--- src/rtl/pixel_scheduler.sv ---
`timescale 1ns/1ps
// Pixel scheduler: walks an H_RES x V_RES raster in order, handing one coordinate at a time
// to an iteration engine and forwarding each engine result on a valid/ready stream.
module pixel_scheduler #(
    parameter int H_RES       = 640,
    parameter int V_RES       = 480,
    parameter int COORD_WIDTH = 11
) (
    input  logic                          clk,
    input  logic                          rst_n,
    input  logic                          enable,
    input  logic                          start,
    input  logic                          abort,
    input  logic signed [COORD_WIDTH-1:0] center_x,
    input  logic signed [COORD_WIDTH-1:0] center_y,
    input  logic [7:0]                    zoom_level,
    input  logic [5:0]                    max_iter_limit,
    output logic signed [COORD_WIDTH-1:0] p_center_x,
    output logic signed [COORD_WIDTH-1:0] p_center_y,
    output logic [7:0]                    p_zoom_level,
    output logic [5:0]                    p_max_iter,
    output logic [9:0]                    pixel_x,
    output logic [9:0]                    pixel_y,
    output logic                          pixel_valid,
    input  logic [5:0]                    eng_iter,
    input  logic                          eng_result_valid,
    input  logic                          eng_busy,
    output logic [9:0]                    out_x,
    output logic [9:0]                    out_y,
    output logic [5:0]                    out_iter,
    output logic                          out_valid,
    input  logic                          out_ready,
    output logic                          frame_done,
    output logic                          busy,
    output logic [7:0]                    frame_count
);
    typedef enum logic [1:0] {
        IDLE     = 2'd0,
        ISSUE    = 2'd1,
        WAIT_REL = 2'd2,
        OUTPUT   = 2'd3
    } state_e;

    localparam logic [9:0] X_LAST = 10'(H_RES - 1);
    localparam logic [9:0] Y_LAST = 10'(V_RES - 1);

    state_e                  state_q, state_d;
    logic signed [COORD_WIDTH-1:0] p_cx_q, p_cx_d, p_cy_q, p_cy_d;
    logic [7:0]              p_zoom_q, p_zoom_d;
    logic [5:0]              p_iter_q, p_iter_d;
    logic [9:0]              pixel_x_q, pixel_x_d, pixel_y_q, pixel_y_d;
    logic                    pixel_valid_q, pixel_valid_d;
    logic [9:0]              out_x_q, out_x_d, out_y_q, out_y_d;
    logic [5:0]              out_iter_q, out_iter_d;
    logic                    out_valid_q, out_valid_d;
    logic                    frame_done_q, frame_done_d;
    logic                    busy_q, busy_d;
    logic [7:0]              frame_count_q, frame_count_d;

    // Next-state and next-output logic; abort overrides enable, which overrides the FSM
    always_comb begin
        state_d       = state_q;
        p_cx_d        = p_cx_q;
        p_cy_d        = p_cy_q;
        p_zoom_d      = p_zoom_q;
        p_iter_d      = p_iter_q;
        pixel_x_d     = pixel_x_q;
        pixel_y_d     = pixel_y_q;
        pixel_valid_d = pixel_valid_q;
        out_x_d       = out_x_q;
        out_y_d       = out_y_q;
        out_iter_d    = out_iter_q;
        out_valid_d   = out_valid_q;
        frame_done_d  = frame_done_q;
        frame_count_d = frame_count_q;

        if (abort) begin
            state_d       = IDLE;
            pixel_valid_d = 1'b0;
            out_valid_d   = 1'b0;
            frame_done_d  = 1'b0;
        end else if (enable) begin
            frame_done_d = 1'b0;
            case (state_q)
                IDLE: begin
                    if (start && !eng_busy) begin
                        p_cx_d        = center_x;
                        p_cy_d        = center_y;
                        p_zoom_d      = zoom_level;
                        p_iter_d      = max_iter_limit;
                        pixel_x_d     = 10'd0;
                        pixel_y_d     = 10'd0;
                        pixel_valid_d = 1'b1;
                        state_d       = ISSUE;
                    end else begin
                        state_d = IDLE;
                    end
                end
                ISSUE: begin
                    if (eng_result_valid) begin
                        out_iter_d    = eng_iter;
                        out_x_d       = pixel_x_q;
                        out_y_d       = pixel_y_q;
                        pixel_valid_d = 1'b0;
                        state_d       = WAIT_REL;
                    end else begin
                        state_d = ISSUE;
                    end
                end
                WAIT_REL: begin
                    if (!eng_busy) begin
                        out_valid_d = 1'b1;
                        state_d     = OUTPUT;
                    end else begin
                        state_d = WAIT_REL;
                    end
                end
                OUTPUT: begin
                    if (out_valid_q && out_ready) begin
                        out_valid_d = 1'b0;
                        // The transferred result always carries the current pixel coordinate
                        if (pixel_x_q == X_LAST) begin
                            pixel_x_d = 10'd0;
                            if (pixel_y_q == Y_LAST) begin
                                frame_done_d  = 1'b1;
                                frame_count_d = frame_count_q + 8'd1;
                                state_d       = IDLE;
                            end else begin
                                pixel_y_d     = pixel_y_q + 10'd1;
                                pixel_valid_d = 1'b1;
                                state_d       = ISSUE;
                            end
                        end else begin
                            pixel_x_d     = pixel_x_q + 10'd1;
                            pixel_valid_d = 1'b1;
                            state_d       = ISSUE;
                        end
                    end else begin
                        state_d = OUTPUT;
                    end
                end
                default: begin
                    state_d       = IDLE;
                    pixel_valid_d = 1'b0;
                    out_valid_d   = 1'b0;
                end
            endcase
        end else begin
            state_d = state_q;
        end

        busy_d = (state_d != IDLE);
    end

    // State and output registers
    always_ff @(posedge clk or negedge rst_n) begin
        if (!rst_n) begin
            state_q       <= IDLE;
            p_cx_q        <= {COORD_WIDTH{1'b0}};
            p_cy_q        <= {COORD_WIDTH{1'b0}};
            p_zoom_q      <= 8'd0;
            p_iter_q      <= 6'd0;
            pixel_x_q     <= 10'd0;
            pixel_y_q     <= 10'd0;
            pixel_valid_q <= 1'b0;
            out_x_q       <= 10'd0;
            out_y_q       <= 10'd0;
            out_iter_q    <= 6'd0;
            out_valid_q   <= 1'b0;
            frame_done_q  <= 1'b0;
            busy_q        <= 1'b0;
            frame_count_q <= 8'd0;
        end else begin
            state_q       <= state_d;
            p_cx_q        <= p_cx_d;
            p_cy_q        <= p_cy_d;
            p_zoom_q      <= p_zoom_d;
            p_iter_q      <= p_iter_d;
            pixel_x_q     <= pixel_x_d;
            pixel_y_q     <= pixel_y_d;
            pixel_valid_q <= pixel_valid_d;
            out_x_q       <= out_x_d;
            out_y_q       <= out_y_d;
            out_iter_q    <= out_iter_d;
            out_valid_q   <= out_valid_d;
            frame_done_q  <= frame_done_d;
            busy_q        <= busy_d;
            frame_count_q <= frame_count_d;
        end
    end

    assign p_center_x   = p_cx_q;
    assign p_center_y   = p_cy_q;
    assign p_zoom_level = p_zoom_q;
    assign p_max_iter   = p_iter_q;
    assign pixel_x      = pixel_x_q;
    assign pixel_y      = pixel_y_q;
    assign pixel_valid  = pixel_valid_q;
    assign out_x        = out_x_q;
    assign out_y        = out_y_q;
    assign out_iter     = out_iter_q;
    assign out_valid    = out_valid_q;
    assign frame_done   = frame_done_q;
    assign busy         = busy_q;
    assign frame_count  = frame_count_q;

endmodule

--- config.mk ---
export PLATFORM = sky130hd
export DESIGN_NAME = pixel_scheduler
export DESIGN_NICKNAME = d
export VERILOG_FILES = /design/src/rtl/pixel_scheduler.sv
export SDC_FILE = /design/constraint.sdc
export NUM_CORES = 1
export LEC_CHECK = 0
export CAP_MARGIN = 40
export CORE_MARGIN = 8
export CORE_UTILIZATION = 49
export DETAILED_ROUTE_END_ITERATION = 7
export PLACE_DENSITY = 0.95
export SYNTH_ARGS = -nofsm -noshare
export SYNTH_HDL_FRONTEND = slang
export SYNTH_SLANG_ARGS = --single-unit
export TNS_END_PERCENT = 50
--- constraint.sdc ---
create_clock -name clk -period 4.35 [get_ports clk]
set_input_delay 0.87 -clock clk [delete_from_list [all_inputs] [get_ports clk]]
set_output_delay 0.87 -clock clk [all_outputs]
set_load 0.005 [all_outputs]
==> results.sh <==
export IMPL_post_drt_wl_per_cell_um=18.7
export IMPL_gp_congestion=0.844
export IMPL_fin_crit_sh_pct=64.2
export IMPL_cts_tree="built"
export IMPL_overflow=0
export IMPL_synth_seq_area_share_pct=56.9
export IMPL_min_period_ns=2.79
export IMPL_synth_top_family_by_area="multiplexers"
export IMPL_vias=3264
export IMPL_irDropWorstVdd_uv=256
export IMPL_cts_made_buffers=9
export IMPL_fp_dieH_um=109
export IMPL_final_nets=537
export IMPL_dpl_hpwl_mm=8.38
export IMPL_syn_cell_area_sq_um=4220
export IMPL_worst_hold_slack_ns=0.473
export IMPL_swShare_pct=23.9
export IMPL_synth_compound_area_share_pct=6.40
export IMPL_grt_setup_unrepaired="no"
export IMPL_critPathLaunchType="input port"
export IMPL_port_buffer_count=143
export IMPL_clk_latency_ns=0.35
export IMPL_netlist_instances=333
export IMPL_track_usage_pct=19.0
export IMPL_synth_fa_ha_area_share_pct=2.07
export IMPL_arrival_ns=3.09
export IMPL_ys_top_cells_by_count="dfrtp_1, mux2_2, nand2_1"
export IMPL_hold_path_class="reg2reg"
export IMPL_cts_max_path_buffers=2
export IMPL_postCtsHoldBufs=0
export IMPL_synth_edff_count=0
export IMPL_dr_pass1_iters=4
export IMPL_synth_nets=390
export IMPL_yosysWarnings=0
export IMPL_post_cts_buffers=0
export IMPL_drtAntennaViolNets=0
export IMPL_synth_main_ff_cell="dfrtp_1"
export IMPL_yosysUniqueCellTypes=49
export IMPL_post_cts_resized=0
export IMPL_yosys_area_share_simple_pct=13.4
export IMPL_drv_slew=0
export IMPL_drcViolationCount=0
export IMPL_fmax_ghz=0.358
export IMPL_cts_sinks=96
export IMPL_p_comb_share_pct=21.3
export IMPL_drive_above_1_share_pct=19.0
export IMPL_hold_viol=0
export IMPL_grt_max_degree=65
export IMPL_cap_violations=0
export IMPL_yosysTopAreaCell="dfrtp_1"
export IMPL_synth_top_area_share_pct=56.9
export IMPL_status="finished clean"
export IMPL_dieArea_sq_um=11800
export IMPL_setup_violations=0
export IMPL_yosysMostFrequentCell="dfrtp_1"
export IMPL_syn_to_final_growth_pct=42.2
export IMPL_antenna_found_initial=0
export IMPL_powerDensity_nw_per_um2=350
export IMPL_core_area_sq_um=8550
export IMPL_drt_total_wl_mm=11.0
export IMPL_core_rowCount=34
export IMPL_final_setup_tns_ns=0
export IMPL_p_seq_share_pct=50.5
export IMPL_net_switching_power_mw=0.501
export IMPL_synth_seq_cells=96
export IMPL_avgSynthCellArea_sq_um=12.7
export IMPL_p_clk_share_pct=28.2
export IMPL_htree_levels=3
export IMPL_p_leak_nw=2.62
export IMPL_yosys_top_cells_area="dfrtp_1, mux2_2, ha_1"
export IMPL_grt_pass1_vias=3497
export IMPL_worstPathRequired_ns=4.65
export IMPL_path_clk_slew_ns=0.10
export IMPL_die_w_um=109
export IMPL_worstSetupPathType="in2reg"
export IMPL_intPower_mw=1.60
export IMPL_drt_iter0_drc=117
export IMPL_diodes=0
export IMPL_synth_xor_area_share_pct=2.70
export IMPL_start_util_pct=49.4
export IMPL_grt_pass1_wl_mm=17.7
export IMPL_endpoint_kind="flop"
export IMPL_power_mw=2.10
export IMPL_vias_per_cell=5.51
export IMPL_synth_mux_area_share_pct=17.0
export IMPL_ioPinCount=144
export IMPL_max_slew_margin_pct=46.4
export IMPL_clockRootBuffer="clkbuf_8"
export IMPL_worst_path_max_fanout=12
export IMPL_ys_async_sr_fraction_pct=100
export IMPL_fin_worst_skew_ns=0.0152
export IMPL_worst_pin_slew_ns=0.804
## cell usage in the layout, fill, tap and decap left out, types with 2 or more instances in the layout
| cell | synthesis | layout |
|---|---|---|
| and3_1 | 3 | 3 |
| ha_1 | 7 | 7 |
| or4_1 | 2 | 2 |
| a21o_1 | 2 | 2 |
| xnor2_1 | 8 | 8 |
| dfrtp_1 | 96 | 96 |
| clkbuf_8 | 0 | 11 |
| nor2_1 | 17 | 17 |
| nand2b_1 | 3 | 3 |
| nor3_1 | 4 | 4 |
| nand3_1 | 16 | 15 |
| clkinvlp_4 | 0 | 2 |
| a21oi_1 | 8 | 8 |
| o221ai_1 | 3 | 3 |
| or3_1 | 4 | 4 |
| nor4_1 | 3 | 3 |
| o211ai_1 | 3 | 3 |
| buf_4 | 0 | 4 |
| nand2_1 | 20 | 20 |
| a31oi_1 | 3 | 3 |
| o21ai_0 | 11 | 11 |
| xor2_1 | 5 | 5 |
| clkdlybuf4s50_1 | 0 | 142 |
| mux2_2 | 62 | 62 |
| nand4_1 | 5 | 5 |
| a311oi_1 | 2 | 2 |
| nor2b_1 | 6 | 6 |
| and4_1 | 4 | 4 |
| inv_1 | 3 | 3 |
## metrics by stage
step                util [%]  instance area [sq um]  setup WS (ns)  std cells
floorplan                  -                   4220           2.07        333
global placement        67.4                   5760           1.12        575
detailed placement      67.7                   5790           1.14        576
CTS                     70.1                   6000           1.51        591
global route            70.2                   6000           1.41        592
finish                  70.2                   6000           1.56        592
## power by group through the flow
stage / sequential [mW] / clock, mW / combinational (mW)
floorplan: 1.08 / 0 / 0.119
global placement: 1.07 / 0 / 0.437
detailed placement: 1.08 / 0 / 0.454
CTS: 1.06 / 0.608 / 0.455
global route: 1.08 / 0.637 / 0.480
finish: 1.06 / 0.592 / 0.448
## cell families (layout without fill, tap and decap cells)
| kind of cell | count (synthesis) | in the layout |
|---|---|---|
| and+or+nand+nor | 97 | 97 |
| adders and majority gates | 7 | 7 |
| buffers and inverters | 15 | 166 |
| muxes | 64 | 64 |
| AOI/OAI and AO/OA | 41 | 41 |
| xor gates and xnor gates | 13 | 13 |
| DFF | 96 | 96 |
## critical path, stage by stage
cell and delay [ns]:
clkdlybuf4s50_1 0.67, nand2b_1 0.21, a21oi_2 0.35, o21ai_1 0.35
or4_1 0.55, nand2_1 0.08
## state kept, by name, summed over array words and instances, names as in the netlist, 2 cells and up
name          flops
p_center_x       11
p_center_y       11
out_x            10
out_y            10
pixel_x          10
pixel_y          10
frame_count       8
p_zoom_level      8
out_iter          6
p_max_iter        6
state_q           2
## layout make-up
| type | instances | area [sq um] |
|---|---|---|
| clock buffer | 11 | 151 |
| clock inverter | 4 | 53.8 |
| fill | 622 | 2550 |
| inverter | 3 | 11.3 |
| multi-input combinational | 222 | 1760 |
| sequential | 96 | 2400 |
| tap | 108 | 135 |
| timing repair buffer | 148 | 1490 |
## per-layer routing
metal	GRT usage [%]	vias to the layer above	wire length [um]
met5	0	-	0
met4	7.72	0	302
met3	5.38	27	756
met2	34.0	125	5750
met1	20.8	1616	4230
li1	-	1496	-
## path summary, 6_finish.rpt
check / startpoint / cells after the start / endpoint / slack, ns
setup / recovery: enable / 6 / pixel_y[3] / 1.56
hold / removal: frame_count[7] / 1 / frame_count[7] / 0.47
setup reg to reg: state_q[0] / 6 / pixel_y[3] / 1.83
hold reg to reg: frame_count[7] / 1 / frame_count[7] / 0.47
max in group asynchronous: rst_n / 2 / state_q[0] / 2.80
min in group asynchronous: rst_n / 1 / out_x[4] / 0.61
(Power assumes the default switching activity.)
